## src/rtl/cartridge_io_pkg.sv

```systemverilog
// Shared types and constants for the MSX cartridge I/O bridge.
package cartridge_io_pkg;

    typedef enum logic [1:0] {
        IDLE = 2'd0,
        REQ  = 2'd1,
        HOLD = 2'd2
    } IO_STATE_t;

    // Read data returned to the bus when the device never answers.
    localparam logic [7:0] IO_TIMEOUT_DATA = 8'hFF;

endpackage

```

## src/rtl/bus_strobe_sync.sv

```systemverilog
// Two-flop synchroniser for the asynchronous MSX bus strobes.
// Strobes are active low, so both stages reset to 1 (inactive).
module bus_strobe_sync (
    input  logic       clk,
    input  logic       rst,
    input  logic [2:0] async_in,
    output logic [2:0] sync_out
);

    logic [2:0] meta_q, meta_d;
    logic [2:0] sync_q, sync_d;

    // Next value of each stage: input into stage 1, stage 1 into stage 2.
    always_comb begin
        meta_d = async_in;
        sync_d = meta_q;
    end

    // Stage registers; reset to the inactive strobe level.
    always_ff @(posedge clk) begin
        if (rst) begin
            meta_q <= 3'b111;
            sync_q <= 3'b111;
        end else begin
            meta_q <= meta_d;
            sync_q <= sync_d;
        end
    end

    assign sync_out = sync_q;

endmodule

```

## src/rtl/cartridge_io_bridge.sv

```systemverilog
// MSX I/O port decoder bridging bus cycles to a simple REQ/ACK device port.
// Holds the Z80 with WAIT_n until the device acknowledges or times out.
module cartridge_io_bridge
    import cartridge_io_pkg::*;
#(
    parameter logic [7:0] IO_BASE_ADDR = 8'h60,
    parameter logic [7:0] IO_MASK      = 8'hF0,
    parameter int         PORT_AW      = 4,
    parameter int         TIMEOUT_CYC  = 255,
    parameter bit         MIRROR       = 1'b0
) (
    input  logic               CLK,
    input  logic               RESET,
    input  logic               BUS_IORQ_n,
    input  logic               BUS_RD_n,
    input  logic               BUS_WR_n,
    input  logic [7:0]         BUS_ADDR,
    input  logic [7:0]         BUS_DIN,
    output logic [7:0]         BUS_DOUT,
    output logic               BUS_BUSDIR_n,
    output logic               BUS_WAIT_n,
    output logic               DEV_REQ,
    output logic               DEV_WE,
    output logic [PORT_AW-1:0] DEV_ADDR,
    output logic [7:0]         DEV_WDATA,
    input  logic [7:0]         DEV_RDATA,
    input  logic               DEV_ACK,
    output logic               TIMEOUT_STB
);

    logic [2:0] strobe_s;
    logic       iorq_s, rd_s, wr_s;

    bus_strobe_sync u_sync (
        .clk      (CLK),
        .rst      (RESET),
        .async_in ({BUS_IORQ_n, BUS_RD_n, BUS_WR_n}),
        .sync_out (strobe_s)
    );

    assign {iorq_s, rd_s, wr_s} = strobe_s;

    IO_STATE_t          state_q, state_d;
    logic [15:0]        cnt_q, cnt_d;
    logic [7:0]         addr_q, addr_d;
    logic [7:0]         din_q, din_d;
    logic [7:0]         dout_q, dout_d;
    logic               busdir_n_q, busdir_n_d;
    logic               wait_n_q, wait_n_d;
    logic               dev_req_q, dev_req_d;
    logic               dev_we_q, dev_we_d;
    logic [PORT_AW-1:0] dev_addr_q, dev_addr_d;
    logic [7:0]         dev_wdata_q, dev_wdata_d;
    logic               tstb_q, tstb_d;
    logic               abort_q, abort_d;

    logic strobe_act, addr_ok, is_write, hit, released, expired;

    // Decode from synchronised strobes and the registered address only.
    always_comb begin
        strobe_act = !iorq_s && (!rd_s || !wr_s);
        addr_ok    = (addr_q & IO_MASK) == (IO_BASE_ADDR & IO_MASK);
        is_write   = !wr_s;
        hit        = strobe_act && addr_ok && (!MIRROR || is_write);
        released   = iorq_s || (rd_s && wr_s);
        expired    = ({1'b0, cnt_q} + 17'd1) >= 17'(TIMEOUT_CYC);
    end

    // Next-state and output logic; device handshake always completes,
    // the bus is only driven for a read whose cycle is still open.
    always_comb begin
        state_d     = state_q;
        cnt_d       = cnt_q;
        addr_d      = BUS_ADDR;
        din_d       = BUS_DIN;
        dout_d      = dout_q;
        busdir_n_d  = busdir_n_q;
        wait_n_d    = wait_n_q;
        dev_req_d   = dev_req_q;
        dev_we_d    = dev_we_q;
        dev_addr_d  = dev_addr_q;
        dev_wdata_d = dev_wdata_q;
        tstb_d      = 1'b0;
        abort_d     = abort_q;
        case (state_q)
            IDLE: begin
                if (hit) begin
                    state_d     = REQ;
                    cnt_d       = 16'd0;
                    dev_req_d   = 1'b1;
                    wait_n_d    = MIRROR;
                    dev_we_d    = is_write;
                    dev_addr_d  = addr_q[PORT_AW-1:0];
                    dev_wdata_d = din_q;
                    abort_d     = 1'b0;
                end
            end
            REQ: begin
                abort_d = abort_q || released;
                if (DEV_ACK || expired) begin
                    state_d   = HOLD;
                    dev_req_d = 1'b0;
                    wait_n_d  = 1'b1;
                    tstb_d    = !DEV_ACK;
                    if (!dev_we_q && !abort_d && !MIRROR) begin
                        dout_d     = DEV_ACK ? DEV_RDATA : IO_TIMEOUT_DATA;
                        busdir_n_d = 1'b0;
                    end
                end else if (cnt_q != 16'hFFFF) begin
                    cnt_d = cnt_q + 16'd1;
                end
            end
            HOLD: begin
                if (released) begin
                    state_d    = IDLE;
                    dout_d     = 8'h00;
                    busdir_n_d = 1'b1;
                end
            end
            default: state_d = IDLE;
        endcase
    end

    // State and output registers with synchronous reset.
    always_ff @(posedge CLK) begin
        if (RESET) begin
            state_q     <= IDLE;
            cnt_q       <= 16'd0;
            addr_q      <= 8'h00;
            din_q       <= 8'h00;
            dout_q      <= 8'h00;
            busdir_n_q  <= 1'b1;
            wait_n_q    <= 1'b1;
            dev_req_q   <= 1'b0;
            dev_we_q    <= 1'b0;
            dev_addr_q  <= '0;
            dev_wdata_q <= 8'h00;
            tstb_q      <= 1'b0;
            abort_q     <= 1'b0;
        end else begin
            state_q     <= state_d;
            cnt_q       <= cnt_d;
            addr_q      <= addr_d;
            din_q       <= din_d;
            dout_q      <= dout_d;
            busdir_n_q  <= busdir_n_d;
            wait_n_q    <= wait_n_d;
            dev_req_q   <= dev_req_d;
            dev_we_q    <= dev_we_d;
            dev_addr_q  <= dev_addr_d;
            dev_wdata_q <= dev_wdata_d;
            tstb_q      <= tstb_d;
            abort_q     <= abort_d;
        end
    end

    assign BUS_DOUT     = dout_q;
    assign BUS_BUSDIR_n = busdir_n_q;
    assign BUS_WAIT_n   = wait_n_q;
    assign DEV_REQ      = dev_req_q;
    assign DEV_WE       = dev_we_q;
    assign DEV_ADDR     = dev_addr_q;
    assign DEV_WDATA    = dev_wdata_q;
    assign TIMEOUT_STB  = tstb_q;

endmodule

```

## config.mk

```make
export PLATFORM = sky130hd
export DESIGN_NAME = cartridge_io_bridge
export DESIGN_NICKNAME = d
export VERILOG_FILES = /design/src/rtl/cartridge_io_pkg.sv /design/src/rtl/bus_strobe_sync.sv /design/src/rtl/cartridge_io_bridge.sv
export SDC_FILE = /design/constraint.sdc
export NUM_CORES = 1
export LEC_CHECK = 0
export CAP_MARGIN = 20
export CORE_ASPECT_RATIO = 1.4
export CORE_MARGIN = 2
export CORE_UTILIZATION = 50
export CTS_BUF_LIST = sky130_fd_sc_hd__clkbuf_4 sky130_fd_sc_hd__clkbuf_8
export CTS_CLUSTER_DIAMETER = 40
export DETAILED_ROUTE_END_ITERATION = 6
export PLACE_DENSITY_LB_ADDON = 0.05
export SYNTH_ARGS = -nofsm -noshare
export SYNTH_HDL_FRONTEND = slang
export SYNTH_SLANG_ARGS = --single-unit
export TNS_END_PERCENT = 10
```

## constraint.sdc

```tcl
create_clock -name CLK -period 5.3 [get_ports CLK]
set_clock_uncertainty 0.05 [all_clocks]
set_input_delay 1.06 -clock CLK [delete_from_list [all_inputs] [get_ports CLK]]
set_output_delay 1.06 -clock CLK [all_outputs]
set_load 0.02 [all_outputs]
```

==> metrics.txt <==
Chip Height 88.40 um; register area share after synthesis 0.5194; Crit-path slowest cell a21oi_1; switching pwr 0.2034 mW; Initial Util 0.5213; Post-CTS Setup Bufs 0; largest net degree at the start of global routing 29; CTS Hold Bufs 0; leading cell type in the layout, fill and taps excluded dfxtp_1; Post-synth EDFFs 0; total power 1.037 mW; I/O pin count 55; Peak VDD IR 0.0002146 V; Root Buffer Master clkbuf_8; yosys warns 0; Cell Rows 30; Final ANT Viol Nets 0; clock sink count 66; hpwl dp 3379 um; Iteration-0 DRC Markers 100; internal power 0.8335 mW; Post-Route Setup TNS 0 ns; CTS tree built; crit path kind register to register; Post-Route WL 4758 um; first-pass GRT wire length 8010 um; chip width 64.28 um; layout overhead on the synthesized area 32.46%; final non-filler cell area 3369 um2; Mapped Avg Cell Area 9.599 um2; GR Util All Layers 0.1846; clock tree buffer depth 2; port bufs 54; Antenna Cells 0; cts repair resizes 0; share of cells above drive strength 1 0.1012; worst-margin pin slew 0.7603 ns; vias in the first global route 1,901; cells after synthesis 265; # DRC 0; Layout Nets 353; CP endpoint kind register; Num CTS Buffers 9; CP max FO 17; H-tree levels 3; Max-Slew Margin vs Limit 0.4931; Pre-antenna DRT Iters 4; register clock-pin slew on the reported worst setup and hold paths 0.07 ns; clock share of power 0.470; combinational share of power 0.041; worst hold path type register to register; post-layout util 0.6905; sequential power share 0.489; post-layout min period 2.975 ns; asr flop ratio synth 0; initial antenna violation count 0; main flop type after synthesis dfxtp_1; fin crit share 0.5613; Wirelength per Cell 12.20 um; post-synthesis cell type count 43; leak pwr 1.343 nW; fin. max-slew vios 0; unrepaired setup endpoints after global routing false; CP Cell Sequence ha_1, nand3_2, nor3_2, nand2_1, o22ai_1, nand4_2, a21oi_1, o32ai_1; grt ovf 0; Worst-Skew Late Latency 0.34 ns; crit start category register; Sw Share 0.1962; pwr/cell area 307.7 nW/um2; via count 1,996; fmax 336.1 MHz; Syn Nets 297; Cell Area, Synth 2544 um2; Seq cells post-synth 66; Placed Area 3132 um2; Worst EP required 5.44 ns; most frequent cells in the layout dfxtp_1, clkdlybuf4s50_1, nor2b_1, nand2_1; WP data arrival 3.11 ns; Crit path max-delay family compound AO/OA/AOI/OAI gates; CP Buf/Inv Count 0; gpl congestion 0.7394; vias per cell 5.118; status completed; core area 4880 um2; CP max stage delay 0.74 ns; Die ar. 5682 um2; max-cap violations 0; Final Hold Fails 0; Final setup viols 0
## kinds of logic after synthesis
logic type | after synthesis | synth area share
and+or+nand+nor | 119 | 0.2582
DFF | 66 | 0.5194
AOI/OAI and AO/OA | 37 | 0.09248
muxes | 20 | 0.07870
buffers and inverters | 17 | 0.02754
xor gates and xnor gates | 4 | 0.01378
adders and majority gates | 2 | 0.009836
## sequential cells by signal, summed over array words and instances (netlist names)
name	cells
BUS_BUSDIR_n	1
BUS_DOUT	8
BUS_WAIT_n	1
DEV_ADDR	4
DEV_REQ	1
DEV_WDATA	8
DEV_WE	1
TIMEOUT_STB	1
abort_q	1
addr_q	8
cnt_q	16
din_q	8
state_q	2
u_sync.meta_q	3
u_sync.sync_out	3
## cells in the mapped netlist (6+ instances only)
library cell / count / area share
dfxtp_1: 66 / 0.52
inv_1: 6 / 0.0089
mux2i_1: 20 / 0.079
nand2_1: 23 / 0.034
nand3_1: 11 / 0.022
nor2_1: 20 / 0.030
nor2b_1: 26 / 0.064
o21ai_0: 11 / 0.022
or2_2: 8 / 0.020
## power groups by stage
stage / clock, mW / sequential [mW] / combinational (mW)
2_1_floorplan: 0 / 0.517 / 0.0189
3_3_place_gp: 0 / 0.518 / 0.0427
3_5_place_dp: 0 / 0.518 / 0.0432
4_1_cts: 0.498 / 0.507 / 0.0435
5_1_grt: 0.519 / 0.507 / 0.0476
6_report: 0.488 / 0.507 / 0.0428
## per-layer routing
metal,GRT usage,share of wire,vias to the layer above
li1,-,-,1030
met2,0.3049,0.49,46
met5,0,0,-
met4,0.1238,0.021,0
met3,0.05598,0.045,9
met1,0.2058,0.44,911
## worst paths after layout
check                         startpoint                       endpoint  slack (ns)  cells past startpoint
min reg2reg  u_sync.meta_q[0]$_SDFF_PP1_  u_sync.sync_out[0]$_SDFF_PP1_        0.36                      1
min          u_sync.meta_q[0]$_SDFF_PP1_  u_sync.sync_out[0]$_SDFF_PP1_        0.36                      1
max                cnt_q[0]$_SDFFE_PP0P_          cnt_q[1]$_SDFFE_PP0P_        2.32                      8
max reg2reg        cnt_q[0]$_SDFFE_PP0P_          cnt_q[1]$_SDFFE_PP0P_        2.32                      8
## metrics by stage
stage          std cells  setup WS (ns)  hold slack [ns]
4_1_cts              390          2.284           0.3596
3_5_place_dp         374          1.990           0.3432
5_1_grt              390          1.946           0.3844
6_report             390          2.325           0.3598
3_3_place_gp         374          2.010           0.3437
2_1_floorplan        265          3.133           0.3395
## worst register-to-register path, delay by kind of cell, from the launching register on
kind	cells	cell delay [ns]
simple gates	4	0.91
compound gates	3	1.14
fa+ha+maj	1	0.28
flops	1	0.46
## layout make-up
| type | count | area [um2] |
|---|---|---|
| Clock inverter | 4 | 72.57 |
| Inverter | 6 | 22.52 |
| Tap cell | 64 | 80.08 |
| Sequential cell | 66 | 1321 |
| Timing Repair Buffer | 56 | 555.5 |
| Multi-Input combinational cell | 182 | 1152 |
| Clock buffer | 12 | 165.2 |
| Fill cell | 389 | 1510 |
Power figures use the tool's default switching activity.
